`config.mk`:
```
export PLATFORM = sky130hd
export DESIGN_NAME = neuron_sum_sequencer
export DESIGN_NICKNAME = d
export VERILOG_FILES = /design/src/rtl/neuron_sum_sequencer.sv
export SDC_FILE = /design/constraint.sdc
export NUM_CORES = 1
export LEC_CHECK = 0
export CAP_MARGIN = 25
export CORE_ASPECT_RATIO = 2
export CORE_MARGIN = 2
export CORE_UTILIZATION = 45
export CTS_CLUSTER_DIAMETER = 30
export CTS_CLUSTER_SIZE = 24
export DETAILED_ROUTE_END_ITERATION = 10
export PLACE_DENSITY = 0.69
export SYNTH_ARGS = -nofsm -noshare
export SYNTH_HDL_FRONTEND = slang
export SYNTH_SLANG_ARGS = --single-unit
```
`constraint.sdc`:
```
create_clock -name clk -period 9 [get_ports clk]
set_clock_uncertainty 0.1 [all_clocks]
set_input_delay 1.35 -clock clk [delete_from_list [all_inputs] [get_ports clk]]
set_output_delay 1.35 -clock clk [all_outputs]
set_load 0.1 [all_outputs]
```
`src/rtl/neuron_sum_sequencer.sv`:
```
// Walks the input groups of each neuron through the 8-input sign-magnitude adder tree,
// accumulates per-group results, and hands finished sums downstream over valid/ready.
// Build option: define NEURON_SUM_RELU_EN to clamp negative finished sums to zero.
module neuron_sum_sequencer #(
  parameter int GRP_W  = 4,
  parameter int NEU_W  = 6,
  parameter int ADDR_W = GRP_W + NEU_W
) (
  input  logic              clk,
  input  logic              rst,
  input  logic              start,
  input  logic [GRP_W-1:0]  num_groups,
  input  logic [NEU_W-1:0]  num_neurons,
  output logic [ADDR_W-1:0] grp_addr,
  output logic              grp_rd,
  input  logic [14:0]       bias_in,
  output logic [14:0]       bias_out,
  output logic [NEU_W-1:0]  neuron_idx,
  input  logic [20:0]       tree_q,
  output logic [20:0]       sum_out,
  output logic              sum_valid,
  input  logic              sum_ready,
  output logic              busy,
  output logic              done
);

  typedef enum logic [2:0] {
    S_IDLE,
    S_FETCH,
    S_ACC,
    S_OUT,
    S_FIN
  } state_e;

  state_e            state_q, state_d;
  logic [GRP_W-1:0]  ngrp_q, ngrp_d;
  logic [GRP_W-1:0]  grp_idx_q, grp_idx_d;
  logic [NEU_W-1:0]  nneu_q, nneu_d;
  logic [NEU_W-1:0]  neu_idx_q, neu_idx_d;
  logic [20:0]       acc_q, acc_d;
  logic [20:0]       sum_q, sum_d;
  logic              valid_q, valid_d;

  logic              last_grp;
  logic              last_neu;
  logic              xfer;
  logic [20:0]       acc_sum;
  logic [20:0]       sum_load;

  // Sign-magnitude add with magnitude saturation; a zero result is always positive.
  function automatic logic [20:0] sm_add(input logic [20:0] a, input logic [20:0] b);
    logic [20:0] mag_sum;
    logic [19:0] mag;
    logic        sgn;
    mag_sum = {1'b0, a[19:0]} + {1'b0, b[19:0]};
    if (a[20] == b[20]) begin
      mag = mag_sum[20] ? '1 : mag_sum[19:0];
      sgn = a[20];
    end else if (a[19:0] >= b[19:0]) begin
      mag = a[19:0] - b[19:0];
      sgn = a[20];
    end else begin
      mag = b[19:0] - a[19:0];
      sgn = b[20];
    end
    return {sgn && (mag != '0), mag};
  endfunction

  assign last_grp = (grp_idx_q == ngrp_q - GRP_W'(1));
  assign last_neu = (neu_idx_q == nneu_q - NEU_W'(1));
  assign xfer     = (state_q == S_OUT) && valid_q && sum_ready;
  assign acc_sum  = sm_add(acc_q, tree_q);

`ifdef NEURON_SUM_RELU_EN
  assign sum_load = acc_sum[20] ? '0 : acc_sum;
`else
  assign sum_load = acc_sum;
`endif

  // NOTE: sequential state uses non-blocking assignments so every register samples pre-edge values.
  always_ff @(posedge clk or posedge rst) begin
    if (rst) state_q <= S_IDLE;
    else     state_q <= state_d;
  end

  always_comb begin
    state_d = state_q;
    case (state_q)
      S_IDLE:  if (start) state_d = (num_neurons == '0) ? S_FIN : S_FETCH;
      S_FETCH: state_d = S_ACC;
      S_ACC:   state_d = last_grp ? S_OUT : S_FETCH;
      S_OUT:   if (xfer) state_d = last_neu ? S_FIN : S_FETCH;
      S_FIN:   state_d = S_IDLE;
      default: state_d = S_IDLE;
    endcase
  end

  // NOTE: every signal driven here gets a hold/default value first so no latch is inferred.
  always_comb begin
    ngrp_d    = ngrp_q;
    nneu_d    = nneu_q;
    grp_idx_d = grp_idx_q;
    neu_idx_d = neu_idx_q;
    acc_d     = acc_q;
    sum_d     = sum_q;
    valid_d   = valid_q;
    case (state_q)
      S_IDLE: begin
        if (start) begin
          ngrp_d    = (num_groups == '0) ? GRP_W'(1) : num_groups;
          nneu_d    = num_neurons;
          grp_idx_d = '0;
          neu_idx_d = '0;
          acc_d     = '0;
        end
      end
      S_ACC: begin
        acc_d = acc_sum;
        if (last_grp) begin
          sum_d   = sum_load;
          valid_d = 1'b1;
        end else begin
          grp_idx_d = grp_idx_q + GRP_W'(1);
        end
      end
      S_OUT: begin
        if (xfer) begin
          valid_d   = 1'b0;
          acc_d     = '0;
          grp_idx_d = '0;
          if (!last_neu) neu_idx_d = neu_idx_q + NEU_W'(1);
        end
      end
      S_FIN:   neu_idx_d = '0;
      default: ;
    endcase
  end

  always_ff @(posedge clk or posedge rst) begin
    if (rst) begin
      ngrp_q    <= '0;
      nneu_q    <= '0;
      grp_idx_q <= '0;
      neu_idx_q <= '0;
      acc_q     <= '0;
      sum_q     <= '0;
      valid_q   <= 1'b0;
    end else begin
      ngrp_q    <= ngrp_d;
      nneu_q    <= nneu_d;
      grp_idx_q <= grp_idx_d;
      neu_idx_q <= neu_idx_d;
      acc_q     <= acc_d;
      sum_q     <= sum_d;
      valid_q   <= valid_d;
    end
  end

  // Bias enters the tree only while the last group of a neuron is being accumulated.
  always_comb begin
    grp_rd   = (state_q == S_FETCH);
    bias_out = ((state_q == S_ACC) && last_grp) ? bias_in : '0;
    busy     = (state_q != S_IDLE);
    done     = (state_q == S_FIN);
  end

  assign grp_addr   = {neu_idx_q, grp_idx_q};
  assign neuron_idx = neu_idx_q;
  assign sum_out    = sum_q;
  assign sum_valid  = valid_q;

endmodule

```
==> run_results.csv, run 1 <==
group,metric,value,unit
worst_hold_path,min-delay-path-class,"reg -> reg",
placement,place.gp.congestion,1.07,
grt,grtUsageMet1,29.6,%
grt,grt.busiest_layer,"met2",
worst_setup_path,cpPeakStageDelay,0.91,ns
die,die_area,15800,um2
route,antenna_left,0,
timing,finalMaxSlewViolations,0,
clock_network,ctsHoldBuffers,0,
layout,final_area,8070,um2
placement,place_area,7740,um2
timing,fmax,161,MHz
route,drt_iter0_drc,510,
route,dr.pass1.iters,6,
worst_hold_path,worstHoldStart,"sum_out[2]$_DFFE_PP0P_",
power_and_ir_drop,power_frac_seq,16.9,%
grt,globalRouteMet3Util,3.65,%
worst_setup_path,start_kind,"input port",
power_and_ir_drop,switchingPower,1.90,mW
worst_setup_path,worst-path-buf-inv,1,
layout,diodes,0,
worst_setup_path,reg2reg_to,"acc_q[20]$_DFFE_PP0P_",
grt,grt_pass1_wl,37100,um
grt,grt_usage,30.1,%
clock_network,postCtsResizedCells,0,
logic_synthesis,synth_warnings,0,
worst_setup_path,critPathKind,"in -> reg",
layout,nets,1025,
timing,setup_viol,0,
grt,grt_pass1_vias,6919,
worst_setup_path,crit_path_end_kind,"register",
logic_synthesis,ys_ff_latch,66,
grt,overflow,0,
clock_network,cts_inserted_buffers,9,
die,start_util,46.2,%
layout,drive_gt1_share,6.24,%
route,drt-vias-per-instance,6.28,
die,die_h,176,um
clock_network,clockBufferDepth,2,
worst_setup_path,crit_required,9.12,ns
power_and_ir_drop,pwr-share-clk,12.0,%
logic_synthesis,seq_area_frac_synth,24.9,%
power_and_ir_drop,power.density,404,nW/um2
clock_network,cts_sinks,66,
logic_synthesis,yosysTopAreaCell,"dfrtp_1",
placement,hpwl,19000,um
power_and_ir_drop,comb_power_share,71.1,%
die,rows,62,
logic_synthesis,syn_area_per_cell,7.92,um2
layout,final_core_util,56.3,%
die,core_area,14400,um2
timing,worst_slew_pin_slew,1.10,ns
grt,grt_max_degree,67,
logic_synthesis,synthFlopType,"dfrtp_1",
worst_setup_path,worst-r2r-setup-slack,3.89,ns
worst_setup_path,cp_data_arrival_time,6.31,ns
clock_network,clk_pin_slew,0.06,ns
clock_network,tritoncts,"built",
die,die_width,89.8,um
die,ioPinCount,106,
logic_synthesis,synthesis.area,6630,um2
power_and_ir_drop,leakagePower,3.54,nW
power_and_ir_drop,p_int,1.37,mW
layout,syn_to_final_growth,21.8,%
timing,post-route-period-util,68.8,%
run_status,status,"finished, final reports clean",
worst_setup_path,path_max_fanout,13,
worst_setup_path,critical-path-top-delay-family,"compound AO/OA/AOI/OAI gates",
worst_setup_path,r2r-start,"acc_q[0]$_DFFE_PP0P_",
grt,met2_usage,57.1,%
logic_synthesis,syn-num-nets,953,
power_and_ir_drop,ir_drop,0.351,mV
power_and_ir_drop,p_sw_share,58.1,%
logic_synthesis,synth_top_area_share,24.9,%
timing,hold_violations,0,
grt,antenna_found_initial,0,
clock_network,clk_latency,0.33,ns
logic_synthesis,synthTopCellsByArea,"dfrtp_1 25%, ha_1 12%, o21ai_0 4.8%",
timing,maxSlewHeadroom,26.5,%
worst_setup_path,crit_chain,"clkdlybuf4s50_1 -> ha_1 -> fa_1 -> nor2b_1 -> o21ai_0 -> a311o_1 -> a2bb2oi_1 -> nand2_1 -> o22ai_1 -> o2111ai_1 -> nor4_2 -> nand4_1 -> a31oi_1 -> o21ai_1",
power_and_ir_drop,power,3.26,mW
logic_synthesis,synthCells,837,
timing,rsz0062_at_grt,"no",
timing,hold_ws,0.383,ns
logic_synthesis,ys_async_sr_fraction,100,%
route,wl_per_cell,21.8,um
clock_network,cts_setup_buffers,0,
worst_setup_path,critPathSlowestCell,"a2bb2oi_1",
route,routed_wl,24100,um
worst_setup_path,reg2reg_depth,13,
worst_hold_path,min_to,"sum_out[2]$_DFFE_PP0P_",
logic_synthesis,synth_edf_count,0,
clock_network,cts-root-buf,"clkbuf_16",
timing,fin_crit,6.19,ns
route,vias,6950,
route,drc,0,
flow_run,max_cap_viol_count,0,
layout,fillers,1389,
timing,fin_setup_tns,0,ns
clock_network,htreeDepth,3,
worst_hold_path,min_path_cells,2,
logic_synthesis,yosysUniqueCellTypes,78,
placement,io_buffers,105,
kinds of logic after synthesis:
group	count (synthesis)	synth area share, %
and+or+nand+nor	259	19.5
buffers and inverters	124	7.84
muxes	20	3.25
xor gates and xnor gates	22	2.91
adders and majority gates	66	12.8
DFF	66	24.9
AOI/OAI and AO/OA	280	28.7
worst max-delay path by stage:
stage / startpoint / to / cells past startpoint
after floorplan: grp_idx_q[2]$_DFFE_PP0P_ / bias_out[10] / 5
after global placement: tree_q[0] / acc_q[20]$_DFFE_PP0P_ / 14
after detailed placement: tree_q[0] / acc_q[20]$_DFFE_PP0P_ / 14
after CTS: tree_q[0] / acc_q[20]$_DFFE_PP0P_ / 14
after global routing: tree_q[0] / acc_q[20]$_DFFE_PP0P_ / 14
final: tree_q[0] / acc_q[20]$_DFFE_PP0P_ / 14
stage by stage:
| step | cells | setup slack (ns) |
|---|---|---|
| after CTS | 1106 | 2.94 |
| final | 1106 | 2.81 |
| after global placement | 1089 | 2.55 |
| after detailed placement | 1090 | 2.60 |
| after global routing | 1106 | 2.54 |
| after floorplan | 837 | 4.00 |
synth_stat cells (all sizes together) (4+ instances only):
library cell and number:
a211oi 7, a21o 10, a21oi 59, a221o 4, a221oi 6, a22o 5
a2bb2oi 6, a31o 5, a31oi 19, a32oi 4, and2 10, and3 19
and4 5, buf 17, clkbuf 35, dfrtp 66, ha 63, inv 72
mux2 9, mux2i 11, nand2 80, nand2b 5, nand3 16, nand4 18
nor2 65, nor2b 6, nor3 13, nor4 7, o2111ai 4, o211ai 14
o21a 10, o21ai 69, o21bai 6, o221ai 5, o22ai 5, o31ai 10
o41ai 5, or4 7, xnor2 12, xor2 10
state kept, by name, indices dropped and copies added, names as in the netlist:
register / cells
state_q: 3
nneu_q: 6
sum_out: 21
acc_q: 21
sum_valid: 1
neuron_idx: 6
ngrp_q: 4
grp_idx_q: 4
layout by cell type, fill, tap and decap left out, types with 5 or more instances in the layout:
cell and n:
dfrtp_1 66, o41ai_1 5, inv_1 71, o21ai_1 5, a21oi_1 56, mux2_2 8
a31oi_1 19, o21a_1 10, nor2b_1 6, o22ai_1 5, nand2_1 79, and3_1 19
xor2_1 10, a21o_1 10, nor2_1 65, nand2b_1 5, nor3_1 12, nor4_1 5
a22o_1 5, o211ai_1 14, clkbuf_16 9, and2_1 10, o31ai_1 9, clkdlybuf4s50_1 105
a2bb2oi_1 6, a211oi_1 7, xnor2_1 12, a31o_2 5, o21bai_1 6, mux2i_1 11
o21ai_0 64, a221oi_1 6, ha_1 63, nand4_1 18, or4_1 7, nand3_1 15
buf_4 7
per-layer routing:
metal	vias up	part of all wire, %
met4	0	7.5
met5	-	0
met2	332	54
met3	121	5.0
met1	3305	34
li1	3192	-
final cells by class:
type,count,area [um2],share of cell area [%]
sequential,66,1650,20.5
multi-input combinational,647,4470,55.3
clock buffer,12,256,3.18
inverter,72,270,3.35
timing repair buffer,113,1110,13.8
clock inverter,4,73.8,0.914
tap,192,240,2.98
power by group through the flow:
| stage | Sequential [mW] | Clock, mW | Combinational (mW) |
|---|---|---|---|
| after global placement | 0.551 | 0 | 2.27 |
| after detailed placement | 0.554 | 0 | 2.28 |
| after CTS | 0.551 | 0.397 | 2.29 |
| after global routing | 0.569 | 0.409 | 2.45 |
| final | 0.551 | 0.391 | 2.32 |
| after floorplan | 0.916 | 0 | 1.28 |
worst register-to-register path: stages, from the launching register on:
cell	delay, ns
dfrtp_1	0.42
ha_1	0.23
fa_1	0.41
nor2b_1	0.17
o21ai_0	0.30
a311o_1	0.36
a2bb2oi_1	0.92
nand2_1	0.58
o22ai_1	0.55
o2111ai_1	0.24
nor4_2	0.32
nand4_1	0.14
a31oi_1	0.19
o21ai_1	0.07
No activity file was read; power rests on OpenSTA's default activity.
==> run 2, diff against run 1 <==
--- a/config.mk
+++ b/config.mk
@@ -12,7 +12,7 @@
 export CTS_CLUSTER_DIAMETER = 30
 export CTS_CLUSTER_SIZE = 24
 export DETAILED_ROUTE_END_ITERATION = 10
-export PLACE_DENSITY = 0.69
+export PLACE_DENSITY = 0.72
 export SYNTH_ARGS = -nofsm -noshare
 export SYNTH_HDL_FRONTEND = slang
 export SYNTH_SLANG_ARGS = --single-unit
==> constraint.sdc (replaced) <==
create_clock -name clk -period 5.1 [get_ports clk]
set_clock_uncertainty 0.1 [all_clocks]
set_input_delay 0.765 -clock clk [delete_from_list [all_inputs] [get_ports clk]]
set_output_delay 0.765 -clock clk [all_outputs]
set_load 0.1 [all_outputs]
==> run 2 against run 1 <==
Net effect: sequential power grew 74%; critical path depth unchanged; global-route usage is 1.5 points higher; wire length grew 4.2%; critical endpoint unchanged.
==> run_results.csv, run 2 (same netlist as run 1, synthesis figures left out) <==
group,metric,value,unit
worst_setup_path,critPathKind,"in -> reg",
power_and_ir_drop,ir_drop,0.567,mV
power_and_ir_drop,power,5.98,mW
grt,grt_max_degree,39,
power_and_ir_drop,p_int,2.54,mW
worst_hold_path,worstHoldStart,"sum_out[13]$_DFFE_PP0P_",
worst_hold_path,min-delay-path-class,"reg -> reg",
clock_network,clk_pin_slew,0.06,ns
worst_setup_path,critPathSlowestCell,"nor3_4",
worst_setup_path,critical-path-top-delay-family,"compound AO/OA/AOI/OAI gates",
layout,drive_gt1_share,12.8,%
die,die_width,89.8,um
worst_setup_path,path_max_fanout,16,
worst_setup_path,crit_cells,14,
worst_setup_path,r2r-start,"acc_q[0]$_DFFE_PP0P_",
grt,grt_pass1_wl,38700,um
power_and_ir_drop,p_sw_share,57.5,%
clock_network,tritoncts,"built",
worst_setup_path,reg2reg_to,"acc_q[20]$_DFFE_PP0P_",
power_and_ir_drop,switchingPower,3.44,mW
timing,fmax,217,MHz
power_and_ir_drop,power.density,713,nW/um2
worst_setup_path,crit_path_end_kind,"register",
worst_setup_path,reg2reg_depth,15,
clock_network,ctsHoldBuffers,0,
timing,maxSlewHeadroom,31.2,%
route,wl_per_cell,21.7,um
route,drt-vias-per-instance,6.16,
layout,final_common_cell,"clkdlybuf4s50_1",
worst_setup_path,crit_required,5.22,ns
grt,grt_usage,31.6,%
clock_network,clockBufferDepth,2,
worst_setup_path,cp_data_arrival_time,4.73,ns
clock_network,cts_inserted_buffers,9,
timing,post-route-period-util,90.5,%
clock_network,htreeDepth,3,
route,antenna_left,0,
timing,setup_viol,0,
grt,antenna_found_initial,0,
clock_network,cts_sinks,66,
worst_setup_path,crit_path_start,"tree_q[9]",
route,drt_iter0_drc,579,
die,die_h,176,um
route,vias,7128,
die,ioPinCount,106,
worst_setup_path,crit_chain,"clkdlybuf4s50_1 -> inv_1 -> ha_1 -> a21oi_1 -> o21a_1 -> o221ai_2 -> nor3_4 -> mux2_4 -> o22ai_1 -> o2111ai_1 -> nor4_2 -> nand4_1 -> a31oi_1 -> o21ai_1",
timing,worst_slew_pin_slew,1.02,ns
placement,hpwl,20000,um
grt,overflow,0,
timing,hold_violations,0,
layout,seqCellArea,1650,um2
die,start_util,46.2,%
clock_network,cts_setup_buffers,0,
timing,rsz0062_at_grt,"no",
die,core_area,14400,um2
layout,diodes,0,
worst_setup_path,cpPeakStageDelay,0.71,ns
layout,fillers,1358,
route,routed_wl,25100,um
power_and_ir_drop,pwr-share-clk,10.2,%
power_and_ir_drop,power_frac_seq,16.1,%
timing,fin_crit,4.61,ns
worst_setup_path,worst-path-buf-inv,2,
timing,finalMaxSlewViolations,0,
placement,place.gp.congestion,0.999,
die,rows,62,
flow_run,max_cap_viol_count,0,
worst_setup_path,start_kind,"input port",
power_and_ir_drop,comb_power_share,73.7,%
grt,grt_pass1_vias,7040,
clock_network,postCtsResizedCells,0,
power_and_ir_drop,leakagePower,3.79,nW
worst_setup_path,worst-r2r-setup-slack,1.02,ns
layout,multiInputGateArea,4470,um2
placement,io_buffers,105,
clock_network,cts-root-buf,"clkbuf_16",
clock_network,clk_latency,0.35,ns
worst_setup_path,cp-endpoint,"acc_q[20]$_DFFE_PP0P_",
timing,fin_setup_tns,0,ns
layout,syn_to_final_growth,26.6,%
route,dr.pass1.iters,9,
layout,final_cell_mix,"90 x clkdlybuf4s50_1, 79 x nand2_1, 72 x buf_4, 71 x inv_1, 66 x dfrtp_1",
die,die_area,15800,um2
layout,nets,1076,
run_status,status,"finished, final reports clean",
route,drc,0,
run 2: changes by cell type in the layout (fill, tap and decap cells not counted):
cell	previous run	this run
buf_4	7	72
clkdlybuf4s50_1	105	90
inv_6	0	3
bufinv_16	2	0
clkbuf_8	2	0
clkinvlp_4	0	2
buf_16	0	1
buf_8	0	1
clkbuf_1	1	0
clkdlybuf4s18_2	1	0
clkinv_2	1	2
clkinv_4	1	0
run 2: final cells by class:
| class | count | area share [%] |
|---|---|---|
| inverter | 72 | 3.22 |
| clock buffer | 9 | 2.68 |
| clock inverter | 7 | 0.611 |
| tap | 192 | 2.86 |
| timing repair buffer | 164 | 17.7 |
| multi-input combinational | 647 | 53.2 |
| sequential | 66 | 19.7 |
run 2: stage by stage:
stage	hold slack, ns	utilization (%)	std cells	setup WS [ns]	area, um2
3_5_place_dp	0.367	56.5	1141	0.160	8110
5_1_grt	0.411	58.5	1157	0.0772	8390
6_report	0.382	58.5	1157	0.487	8390
3_3_place_gp	0.359	56.2	1139	0.213	8070
4_1_cts	0.391	58.5	1157	0.496	8390
2_1_floorplan	0.379	-	837	0.684	6630
run 2: power groups by stage:
stage	clock network [mW]	registers, mW	logic [mW]
2_1_floorplan	0	1.62	2.25
3_3_place_gp	0	0.962	4.29
3_5_place_dp	0	0.967	4.32
4_1_cts	0.610	0.961	4.34
5_1_grt	0.632	0.993	4.66
6_report	0.610	0.960	4.41
run 2: how the worst min path moves through the flow:
stage / endpoint / slack (ns) / depth (start not counted)
4_1_cts: sum_out[6]$_DFFE_PP0P_ / 0.39 / 2
2_1_floorplan: acc_q[19]$_DFFE_PP0P_ / 0.38 / 2
3_3_place_gp: sum_out[3]$_DFFE_PP0P_ / 0.36 / 2
3_5_place_dp: sum_out[3]$_DFFE_PP0P_ / 0.37 / 2
6_report: sum_out[13]$_DFFE_PP0P_ / 0.38 / 2
5_1_grt: sum_out[1]$_DFFE_PP0P_ / 0.41 / 2
run 2: worst min-delay path: cells and delay by family, from the launching register on:
family / cells / cell delay (ns)
simple gates: 1 / 0.04
flops: 1 / 0.34
compound gates: 1 / 0.06
run 2: metal layers:
| metal | part of all wire, % | GRT usage (%) | up-vias |
|---|---|---|---|
| li1 | - | - | 3302 |
| met1 | 34 | 31.9 | 3343 |
| met2 | 53 | 59.7 | 356 |
| met3 | 5.0 | 3.35 | 127 |
| met4 | 8.3 | 22.4 | 0 |
| met5 | 0 | 0 | - |
==> run 3, diff against run 2 <==
--- a/config.mk
+++ b/config.mk
@@ -12,7 +12,7 @@
 export CTS_CLUSTER_DIAMETER = 30
 export CTS_CLUSTER_SIZE = 24
 export DETAILED_ROUTE_END_ITERATION = 10
-export PLACE_DENSITY = 0.72
+export PLACE_DENSITY = 0.78
 export SYNTH_ARGS = -nofsm -noshare
 export SYNTH_HDL_FRONTEND = slang
 export SYNTH_SLANG_ARGS = --single-unit
==> run 3 against run 2 <==
Net effect: first-iteration DRC count is 22% lower; register-to-register slack got worse by 0.07 ns; combinational power fell by 2%; power grew 0.93%; flip-flop and latch count unchanged; maximum frequency is 1.1% lower; worst setup slack lost 0.050 ns; global-route usage shrank 0.60 points; critical path depth increased by 3; via count is 0.56% lower; final area about the same; final cell count is 0.78% lower; critical endpoint unchanged.
==> run_results.csv, run 3 (same netlist as run 1, synthesis figures left out) <==
group,metric,value,unit
die,start_util,46.2,%
layout,diodes,0,
grt,overflow,0,
worst_setup_path,cp_data_arrival_time,4.80,ns
grt,antenna_found_initial,0,
timing,fin_setup_tns,0,ns
run_status,status,"finished, final reports clean",
timing,setup_viol,0,
timing,fmax,214,MHz
layout,nets,1067,
timing,rsz0062_at_grt,"no",
route,antenna_left,0,
timing,post-route-period-util,91.4,%
clock_network,cts_setup_buffers,0,
clock_network,htreeDepth,3,
layout,final_cell_mix,"90 x clkdlybuf4s50_1, 79 x nand2_1, 71 x inv_1, 66 x dfrtp_1, 65 x nor2_1",
die,die_width,89.8,um
worst_setup_path,path_max_fanout,3,
layout,drive_gt1_share,12.0,%
power_and_ir_drop,leakagePower,3.79,nW
route,vias,7088,
clock_network,postCtsResizedCells,0,
route,drt-vias-per-instance,6.17,
timing,finalMaxSlewViolations,0,
timing,hold_violations,0,
power_and_ir_drop,power.density,719,nW/um2
die,die_h,176,um
power_and_ir_drop,power,6.04,mW
worst_hold_path,min-delay-path-class,"reg -> reg",
worst_hold_path,worstHoldStart,"sum_out[3]$_DFFE_PP0P_",
worst_setup_path,crit_required,5.24,ns
route,drc,0,
worst_setup_path,crit_path_end_kind,"register",
clock_network,ctsHoldBuffers,0,
timing,fin_crit,4.66,ns
layout,final_common_cell,"clkdlybuf4s50_1",
placement,hpwl,19500,um
grt,grt_max_degree,67,
flow_run,max_cap_viol_count,0,
placement,place.gp.congestion,1.04,
worst_setup_path,r2r-start,"acc_q[1]$_DFFE_PP0P_",
clock_network,clk_latency,0.35,ns
clock_network,cts_inserted_buffers,9,
layout,final_area,8400,um2
placement,dp.cells,1131,
route,dr.pass1.iters,6,
grt,grt_pass1_vias,6929,
die,die_area,15800,um2
layout,syn_to_final_growth,26.7,%
timing,maxSlewHeadroom,32.9,%
route,wl_per_cell,21.1,um
clock_network,clockBufferDepth,2,
placement,io_buffers,105,
placement,place_area,8030,um2
route,routed_wl,24300,um
timing,worst_slew_pin_slew,1.00,ns
clock_network,cts_sinks,66,
die,core_area,14400,um2
grt,grt_pass1_wl,37900,um
power_and_ir_drop,ir_drop,0.615,mV
clock_network,cts-root-buf,"clkbuf_16",
worst_setup_path,start_kind,"input port",
worst_setup_path,crit_path_start,"tree_q[0]",
die,rows,62,
die,ioPinCount,106,
clock_network,clk_pin_slew,0.06,ns
layout,final_cells,1148,
route,drt_iter0_drc,449,
grt,grt_usage,31.0,%
clock_network,tritoncts,"built",
worst_setup_path,critPathKind,"in -> reg",
[run 3: per-layer routing]
metal,vias to the layer above,wire length (um),GRT usage (%)
li1,3289,-,-
met1,3349,8020,30.0
met2,331,13000,58.0
met3,119,1330,4.72
met4,0,1960,23.6
met5,-,0,0
[run 3: through the flow]
stage	util [%]	hold slack, ns	worst slack (ns)
3_3_place_gp	55.8	0.362	0.244
3_5_place_dp	56.0	0.365	0.146
5_1_grt	58.5	0.396	0.266
6_report	58.5	0.378	0.437
4_1_cts	58.4	0.379	0.505
2_1_floorplan	-	0.379	0.684
[run 3: cell type report]
class                      instances  area [um2]
clock buffer                       9         225
clock inverter                     7         125
fill                            1342        5960
inverter                          72         270
multi-input combinational        647        4470
sequential                        66        1650
tap                              192         240
timing repair buffer             155        1420
[run 3: power breakdown]
group          switching [mW]  internal (mW)  total [mW]
Clock                   0.255          0.482       0.738
Combinational            2.93           1.41        4.34
Sequential              0.218          0.743       0.961
[run 3: path summary, 6_finish.rpt]
check | endpoint | slack (ns) | depth (start not counted)
setup / recovery | acc_q[20]$_DFFE_PP0P_ | 0.44 | 17
hold / removal | sum_out[3]$_DFFE_PP0P_ | 0.38 | 2
setup reg to reg | acc_q[20]$_DFFE_PP0P_ | 0.95 | 14
hold reg to reg | sum_out[3]$_DFFE_PP0P_ | 0.38 | 2
max in group asynchronous | neuron_idx[3]$_DFFE_PP0P_ | 3.42 | 3
min in group asynchronous | grp_idx_q[2]$_DFFE_PP0P_ | 0.88 | 3
[run 3: worst max-delay path, cell delays in order]
cell,delay [ns]
clkdlybuf4s50_1,0.45
inv_1,0.10
ha_1,0.17
inv_1,0.05
fa_1,0.44
a21o_1,0.22
a31o_2,0.26
a21oi_1,0.46
nand4_1,0.18
and3_1,0.20
o32ai_1,0.45
buf_4,0.22
nand4_1,0.12
nor4_2,0.27
nand4_1,0.16
a31oi_1,0.20
o21ai_1,0.07
